==> src/rtl/fc_in_feeder_if.sv <==
// Feeder bus: binarized feature vectors in, lane-parallel beats out to the MAC stage.
// The slave modport is the feeder's view; the master modport is the producer/consumer side.
interface fc_in_feeder_if #(
  parameter int NBEAT = 36,
  parameter int LANES = 3
);
  logic [NBEAT*LANES-1:0] feat_in;
  logic                   feat_valid;
  logic                   feat_ready;
  logic [LANES-1:0]       mac_in;
  logic                   mac_valid;
  logic                   mac_first;
  logic                   mac_last;
  logic [7:0]             frame_cnt;

  modport slave (
    input  feat_in, feat_valid,
    output feat_ready, mac_in, mac_valid, mac_first, mac_last, frame_cnt
  );

  modport master (
    output feat_in, feat_valid,
    input  feat_ready, mac_in, mac_valid, mac_first, mac_last, frame_cnt
  );
endinterface

==> src/rtl/fc_in_feeder.sv <==
// Two-deep vector FIFO that serializes each buffered vector into NBEAT beats of LANES bits,
// streaming frames back-to-back. rst_n is an active-high synchronous reset despite its name.
module fc_in_feeder #(
  parameter int NBEAT = 36,
  parameter int LANES = 3
) (
  input  logic               clk,
  input  logic               rst_n,
  fc_in_feeder_if.slave      bus
);
  localparam int W  = NBEAT * LANES;
  localparam int KW = (NBEAT > 1) ? $clog2(NBEAT) : 1;
  localparam int IW = (W > 1) ? $clog2(W) : 1;
  localparam logic [KW-1:0] K_LAST = KW'(NBEAT - 1);

  localparam logic [0:0] ST_IDLE   = 1'b0;
  localparam logic [0:0] ST_STREAM = 1'b1;

  logic [W-1:0]     mem_q [2];
  logic             rd_ptr_q, rd_ptr_d;
  logic             wr_ptr_q, wr_ptr_d;
  logic [1:0]       count_q, count_d;
  logic             ready_q, ready_d;
  logic [0:0]       state_q, state_d;
  logic [KW-1:0]    k_q, k_d;
  logic [LANES-1:0] mac_in_q, mac_in_d;
  logic             mac_valid_q, mac_valid_d;
  logic             mac_first_q, mac_first_d;
  logic             mac_last_q, mac_last_d;
  logic [7:0]       frame_cnt_q, frame_cnt_d;
  logic             accept;
  logic             pop;

  // Lane l of beat k is vector bit l*NBEAT + NBEAT-1-k: each lane walks its slice MSB first.
  function automatic logic [LANES-1:0] beat_of(input logic [W-1:0] v, input logic [KW-1:0] k);
    logic [LANES-1:0] b;
    b = '0;
    for (int l = 0; l < LANES; l++) begin
      b[l] = v[IW'(l * NBEAT + NBEAT - 1 - int'(k))];
    end
    return b;
  endfunction

  always_comb begin
    // NOTE: every signal assigned here gets a default first so no path can infer a latch.
    accept      = bus.feat_valid & ready_q;
    pop         = (state_q == ST_STREAM) && (k_q == K_LAST);
    state_d     = state_q;
    k_d         = k_q;
    rd_ptr_d    = rd_ptr_q ^ pop;
    wr_ptr_d    = wr_ptr_q ^ accept;
    count_d     = count_q + {1'b0, accept} - {1'b0, pop};
    ready_d     = (count_d < 2'd2);
    frame_cnt_d = frame_cnt_q + 8'(pop);

    case (state_q)
      ST_IDLE: begin
        if (count_q != 2'd0) begin
          state_d = ST_STREAM;
          k_d     = '0;
        end
      end
      ST_STREAM: begin
        if (pop) begin
          // A second buffered vector starts on the very next beat; otherwise fall idle.
          k_d = '0;
          if (count_q != 2'd2) state_d = ST_IDLE;
        end else begin
          k_d = k_q + KW'(1);
        end
      end
      default: state_d = ST_IDLE;
    endcase

    // Outputs are registered, so they are derived from the state being entered.
    mac_in_d    = '0;
    mac_valid_d = 1'b0;
    mac_first_d = 1'b0;
    mac_last_d  = 1'b0;
    if (state_d == ST_STREAM) begin
      mac_in_d    = beat_of(mem_q[rd_ptr_d], k_d);
      mac_valid_d = 1'b1;
      mac_first_d = (k_d == '0);
      mac_last_d  = (k_d == K_LAST);
    end
  end

  // NOTE: the vector storage carries no reset; the pointers and count define what is valid.
  always_ff @(posedge clk) begin
    if (accept) mem_q[wr_ptr_q] <= bus.feat_in;
  end

  always_ff @(posedge clk) begin
    if (rst_n) begin
      rd_ptr_q    <= 1'b0;
      wr_ptr_q    <= 1'b0;
      count_q     <= 2'd0;
      ready_q     <= 1'b0;
      state_q     <= ST_IDLE;
      k_q         <= '0;
      mac_in_q    <= '0;
      mac_valid_q <= 1'b0;
      mac_first_q <= 1'b0;
      mac_last_q  <= 1'b0;
      frame_cnt_q <= 8'd0;
    end else begin
      rd_ptr_q    <= rd_ptr_d;
      wr_ptr_q    <= wr_ptr_d;
      count_q     <= count_d;
      ready_q     <= ready_d;
      state_q     <= state_d;
      k_q         <= k_d;
      mac_in_q    <= mac_in_d;
      mac_valid_q <= mac_valid_d;
      mac_first_q <= mac_first_d;
      mac_last_q  <= mac_last_d;
      frame_cnt_q <= frame_cnt_d;
    end
  end

  assign bus.feat_ready = ready_q;
  assign bus.mac_in     = mac_in_q;
  assign bus.mac_valid  = mac_valid_q;
  assign bus.mac_first  = mac_first_q;
  assign bus.mac_last   = mac_last_q;
  assign bus.frame_cnt  = frame_cnt_q;
endmodule

==> src/flat_wrapper.sv <==
// flat-port wrapper written by rule: the top's interface ports become plain ports
module fc_in_feeder_flat 
#(
  parameter int NBEAT = 36,
  parameter int LANES = 3
)
  (clk, rst_n, bus_feat_in, bus_feat_valid, bus_feat_ready, bus_mac_in, bus_mac_valid, bus_mac_first, bus_mac_last, bus_frame_cnt);
  fc_in_feeder_if #(.NBEAT(NBEAT), .LANES(LANES)) bus_i ();
  input  logic clk;
  input  logic rst_n;
  input wire logic [$bits(bus_i.feat_in)-1:0] bus_feat_in;
  input wire logic [$bits(bus_i.feat_valid)-1:0] bus_feat_valid;
  output wire logic [$bits(bus_i.feat_ready)-1:0] bus_feat_ready;
  output wire logic [$bits(bus_i.mac_in)-1:0] bus_mac_in;
  output wire logic [$bits(bus_i.mac_valid)-1:0] bus_mac_valid;
  output wire logic [$bits(bus_i.mac_first)-1:0] bus_mac_first;
  output wire logic [$bits(bus_i.mac_last)-1:0] bus_mac_last;
  output wire logic [$bits(bus_i.frame_cnt)-1:0] bus_frame_cnt;
  assign bus_i.feat_in = bus_feat_in;
  assign bus_i.feat_valid = bus_feat_valid;
  assign bus_feat_ready = bus_i.feat_ready;
  assign bus_mac_in = bus_i.mac_in;
  assign bus_mac_valid = bus_i.mac_valid;
  assign bus_mac_first = bus_i.mac_first;
  assign bus_mac_last = bus_i.mac_last;
  assign bus_frame_cnt = bus_i.frame_cnt;
  fc_in_feeder #(.NBEAT(NBEAT), .LANES(LANES)) u_core (.clk(clk), .rst_n(rst_n), .bus(bus_i));
endmodule
==> config.mk <==
export PLATFORM = sky130hd
export DESIGN_NAME = fc_in_feeder_flat
export DESIGN_NICKNAME = d
export VERILOG_FILES = /design/src/rtl/fc_in_feeder_if.sv /design/src/rtl/fc_in_feeder.sv /design/src/flat_wrapper.sv
export SDC_FILE = /design/constraint.sdc
export NUM_CORES = 1
export LEC_CHECK = 0
export CAP_MARGIN = 20
export CORE_ASPECT_RATIO = 1.75
export CORE_UTILIZATION = 55
export CTS_CLUSTER_SIZE = 20
export DETAILED_ROUTE_END_ITERATION = 16
export PLACE_DENSITY = 0.78
export SYNTH_ARGS = -nofsm -noshare
export SYNTH_HDL_FRONTEND = slang
export SYNTH_SLANG_ARGS = --single-unit
export TNS_END_PERCENT = 5
==> constraint.sdc <==
create_clock -name clk -period 4.9 [get_ports clk]
set_input_delay 0.735 -clock clk [delete_from_list [all_inputs] [get_ports clk]]
set_output_delay 0.735 -clock clk [all_outputs]
set_load 0.005 [all_outputs]
==> run_results.csv <==
group,metric,value,unit
timing,hold_viol,0,
logic_synthesis,synth_area_leaders,"edfxtp_1 58%, mux4_2 10%, dfxtp_1 4.5%",
grt,grt-ovfl-total,0,
placed_design,hpwlAfterDp,20.2,mm
critical_path,slowest_delay,550,ps
clock_tree,h-tree-depth,1,
floorplan,die_w,110,um
grt,antenna_found_initial,0,
timing,fin_crit,4100,ps
run,drv_cap,0,
power,p_sw,0.00108,W
floorplan,die_area,21000,um^2
placed_design,gp_congestion,0.901,
timing,timing.fmax,244,MHz
power,pwr-share-comb,12.0,%
detailed_routing,vias_per_cell,6.51,
power,switching_share,23.6,%
hold_path,hold_start,"u_core.bus.frame_cnt[7]",
grt,track_usage,28.3,%
logic_synthesis,ys_seq_elements,241,
timing,finalSetupViolCount,0,
grt,grt_pass1_wl,43.4,mm
logic_synthesis,synthMuxAreaShare,13.3,%
logic_synthesis,synth_top_family_by_area,"multiplexers",
critical_path,cp_cell_sequence,"ha_1 > and3b_1 > nand2_2 > a31oi_1 > mux2i_1 > inv_1 > ha_1 > a21o_1 > xnor2_1 > nor3_1 > a311oi_1 > a211oi_1 > o21ai_1 > nand3_1",
critical_path,critPathTopFamily,"compound AO/OA/AOI/OAI gates",
power,p_seq_share,51.8,%
logic_synthesis,yosys.area.top_type_share,57.7,%
layout,drive_gt1_share,14.3,%
logic_synthesis,synth_area,11200,um^2
timing,min_period_over_period,83.7,%
clock_tree,clock_sinks,241,
layout,antenna_cells,0,
layout,nets,1002,
detailed_routing,drc_errors,0,
critical_path,rrSetupSlack,800,ps
placed_design,io_buffers,125,
clock_tree,root_buffer,"clkbuf_16",
clock_tree,cts_tree,"built",
logic_synthesis,synth-xor-area-share,1.24,%
logic_synthesis,synth_fa_ha_area_share,1.22,%
grt,grt_max_degree,61,
detailed_routing,vias,7423,
logic_synthesis,async_flop_share,0,%
floorplan,fp.dieH,191,um
layout,final_cells,1140,
timing,rsz0062_at_grt,"false",
layout,post-route-util,67.2,%
floorplan,std_cell_rows,68,
power,total_power,0.00458,W
power,clkPwrFrac,36.2,%
detailed_routing,routed_wl,28.6,mm
timing,finalSetupTns,0,ps
detailed_routing,drtAntennaViolNets,0,
clock_tree,post_cts_buffers,0,
clock_tree,clk_latency,510,ps
logic_synthesis,ys.flop_type,"edfxtp_1",
placed_design,dpl.cell_count,1100,
logic_synthesis,syn_nets,887,
critical_path,worstReg2RegStart,"u_core.k_q[0]",
logic_synthesis,synthSimpleGateAreaFrac,8.30,%
critical_path,cp_common_cell,"ha_1",
placed_design,dp_slack,863,ps
power,ir_drop,0.356,mV
hold_path,hold_class,"reg2reg",
timing,relSlewSlack,32.0,%
logic_synthesis,synth_cell_types,79,
detailed_routing,routedWlPerCell,25.1,um
critical_path,cp.buffers_inverters,1,
logic_synthesis,yosys_warnings,0,
critical_path,setup.worst_path.end_class,"register",
critical_path,critPathKind,"reg2reg",
outcome,status,"completed",
timing,timing.final.max_slew_violations,0,
timing,tightest_slew,1020,ps
critical_path,critPathRequiredTime,5280,ps
critical_path,crit_arrival,4490,ps
floorplan,io_pins,126,
critical_path,timing.rr.end,"u_core.bus.mac_in[2]",
timing,skew,11.8,ps
critical_path,reg2reg_depth,14,
critical_path,crit_slowest_cell,"mux2i_1",
logic_synthesis,synth_area_per_cell,14.7,um^2
timing,timing.final.ws_setup,798,ps
logic_synthesis,synth_top_cells_by_count,"216 x edfxtp_1, 53 x nor2_1, 50 x mux4_2",
hold_path,whs_path_depth,2,
grt,grt_pass1_vias,7884,
power,p_int,0.00350,W
logic_synthesis,yosys.area.top_type,"edfxtp_1",
clock_tree,numCtsBuffers,23,
critical_path,start_kind,"register",
logic_synthesis,synth_most_common_cell,"edfxtp_1",
power,p_leak,4.30,nW
logic_synthesis,syn_inst,765,
layout,syn2layout_area_growth,19.1,%
power,powerDensity,342,nW/um^2
hold_path,hold_end,"u_core.bus.frame_cnt[7]",
clock_tree,cts_resized,0,
detailed_routing,drtIter0Drc,654,
logic_synthesis,synth_edf_count,216,
clock_tree,clk_path_buf_depth,3,
logic_synthesis,seq_area_frac_synth,62.2,%
clock_tree,hold_buffers,0,
floorplan,initial_core_util,56.4,%
detailed_routing,firstDrtPassIters,6,
logic_synthesis,synth-compound-area-share,10.8,%
critical_path,cp_max_fo,15,
clock_tree,cts.clk_slew.worst_paths,70,ps
floorplan,core_area,19900,um^2
[through the flow]
step                      hold WS (ps)  area, um^2
after floorplan                    502       11200
final                              533       13400
after global placement             502       12700
after global routing               583       13400
after CTS                          536       13400
after detailed placement           520       12700
[cells in the final DEF, fill, tap and decap left out, types with 9 or more instances in the layout]
master and instances:
a211oi_1 9, a21oi_1 25, a221oi_1 12, a31oi_1 12, buf_4 13, clkbuf_16 23
clkdlybuf4s50_1 125, dfxtp_1 24, edfxtp_1 216, ha_1 9, mux2i_1 27, mux4_2 50
nand2_1 36, nand3_1 15, nor2_1 53, nor3_1 24, o2111ai_1 10, o21ai_0 25
o22ai_1 16
[worst max path at each step]
stage | startpoint | endpoint | slack (ps) | depth (start not counted)
2_1_floorplan | bus_feat_valid | u_core.mem_q[1][0] | 970 | 2
3_3_place_gp | u_core.k_q[0] | u_core.bus.mac_in[2] | 1020 | 14
3_5_place_dp | u_core.k_q[0] | u_core.bus.mac_in[2] | 860 | 14
4_1_cts | u_core.k_q[0] | u_core.bus.mac_in[2] | 840 | 14
5_1_grt | u_core.k_q[0] | u_core.bus.mac_in[2] | 510 | 14
6_report | u_core.k_q[0] | u_core.bus.mac_in[2] | 800 | 14
[power by group through the flow]
stage                     Sequential [W]  Clock [W]  Combinational [W]
after floorplan                  0.00240          0           0.000328
after global placement           0.00241          0           0.000539
after detailed placement         0.00242          0           0.000550
after CTS                        0.00237    0.00168           0.000552
after global routing             0.00238    0.00176           0.000588
final                            0.00237    0.00166           0.000551
[worst reg2reg max path, cell delays in order, from the launching register on]
cell and delay [ps]:
dfxtp_1 480, ha_1 330, and3b_1 380, nand2_2 150, a31oi_1 90, mux2i_1 550
inv_1 240, ha_1 290, a21o_1 210, xnor2_1 550, nor3_1 110, a311oi_1 240
a211oi_1 110, o21ai_1 150, nand3_1 90
[metal layers]
metal | wire (um) | track usage (%)
met5 | 0 | 0
met4 | 1680 | 16.7
met3 | 1650 | 4.71
met2 | 15700 | 51.0
met1 | 9590 | 30.3
[final cells by class]
| cell class | instances | area (um^2) |
|---|---|---|
| Sequential cell | 241 | 6990 |
| Fill cell | 1423 | 6520 |
| Multi-Input combinational cell | 461 | 3950 |
| Timing Repair Buffer | 141 | 1410 |
| Clock buffer | 29 | 598 |
| Tap cell | 245 | 307 |
| Clock inverter | 11 | 91.3 |
| Inverter | 12 | 45.0 |
[state kept, by name, indices dropped and copies added, names as in the netlist]
signal / cells
u_core.bus.mac_last: 1
u_core.wr_ptr_q: 1
u_core.mem_q: 216
u_core.k_q: 6
u_core.bus.mac_in: 3
u_core.bus.frame_cnt: 8
u_core.bus.mac_valid: 1
u_core.bus.feat_ready: 1
u_core.count_q: 2
u_core.bus.mac_first: 1
u_core.rd_ptr_q: 1
[cells by family (layout without fill, tap and decap cells)]
| logic type | after synthesis | after routing |
|---|---|---|
| compound gates | 169 | 169 |
| xor+xnor | 15 | 15 |
| fa+ha+maj | 11 | 11 |
| buf+inv | 63 | 193 |
| flops | 241 | 241 |
| mux | 86 | 86 |
| simple gates | 180 | 180 |
No activity file was read; power rests on OpenSTA's default activity.
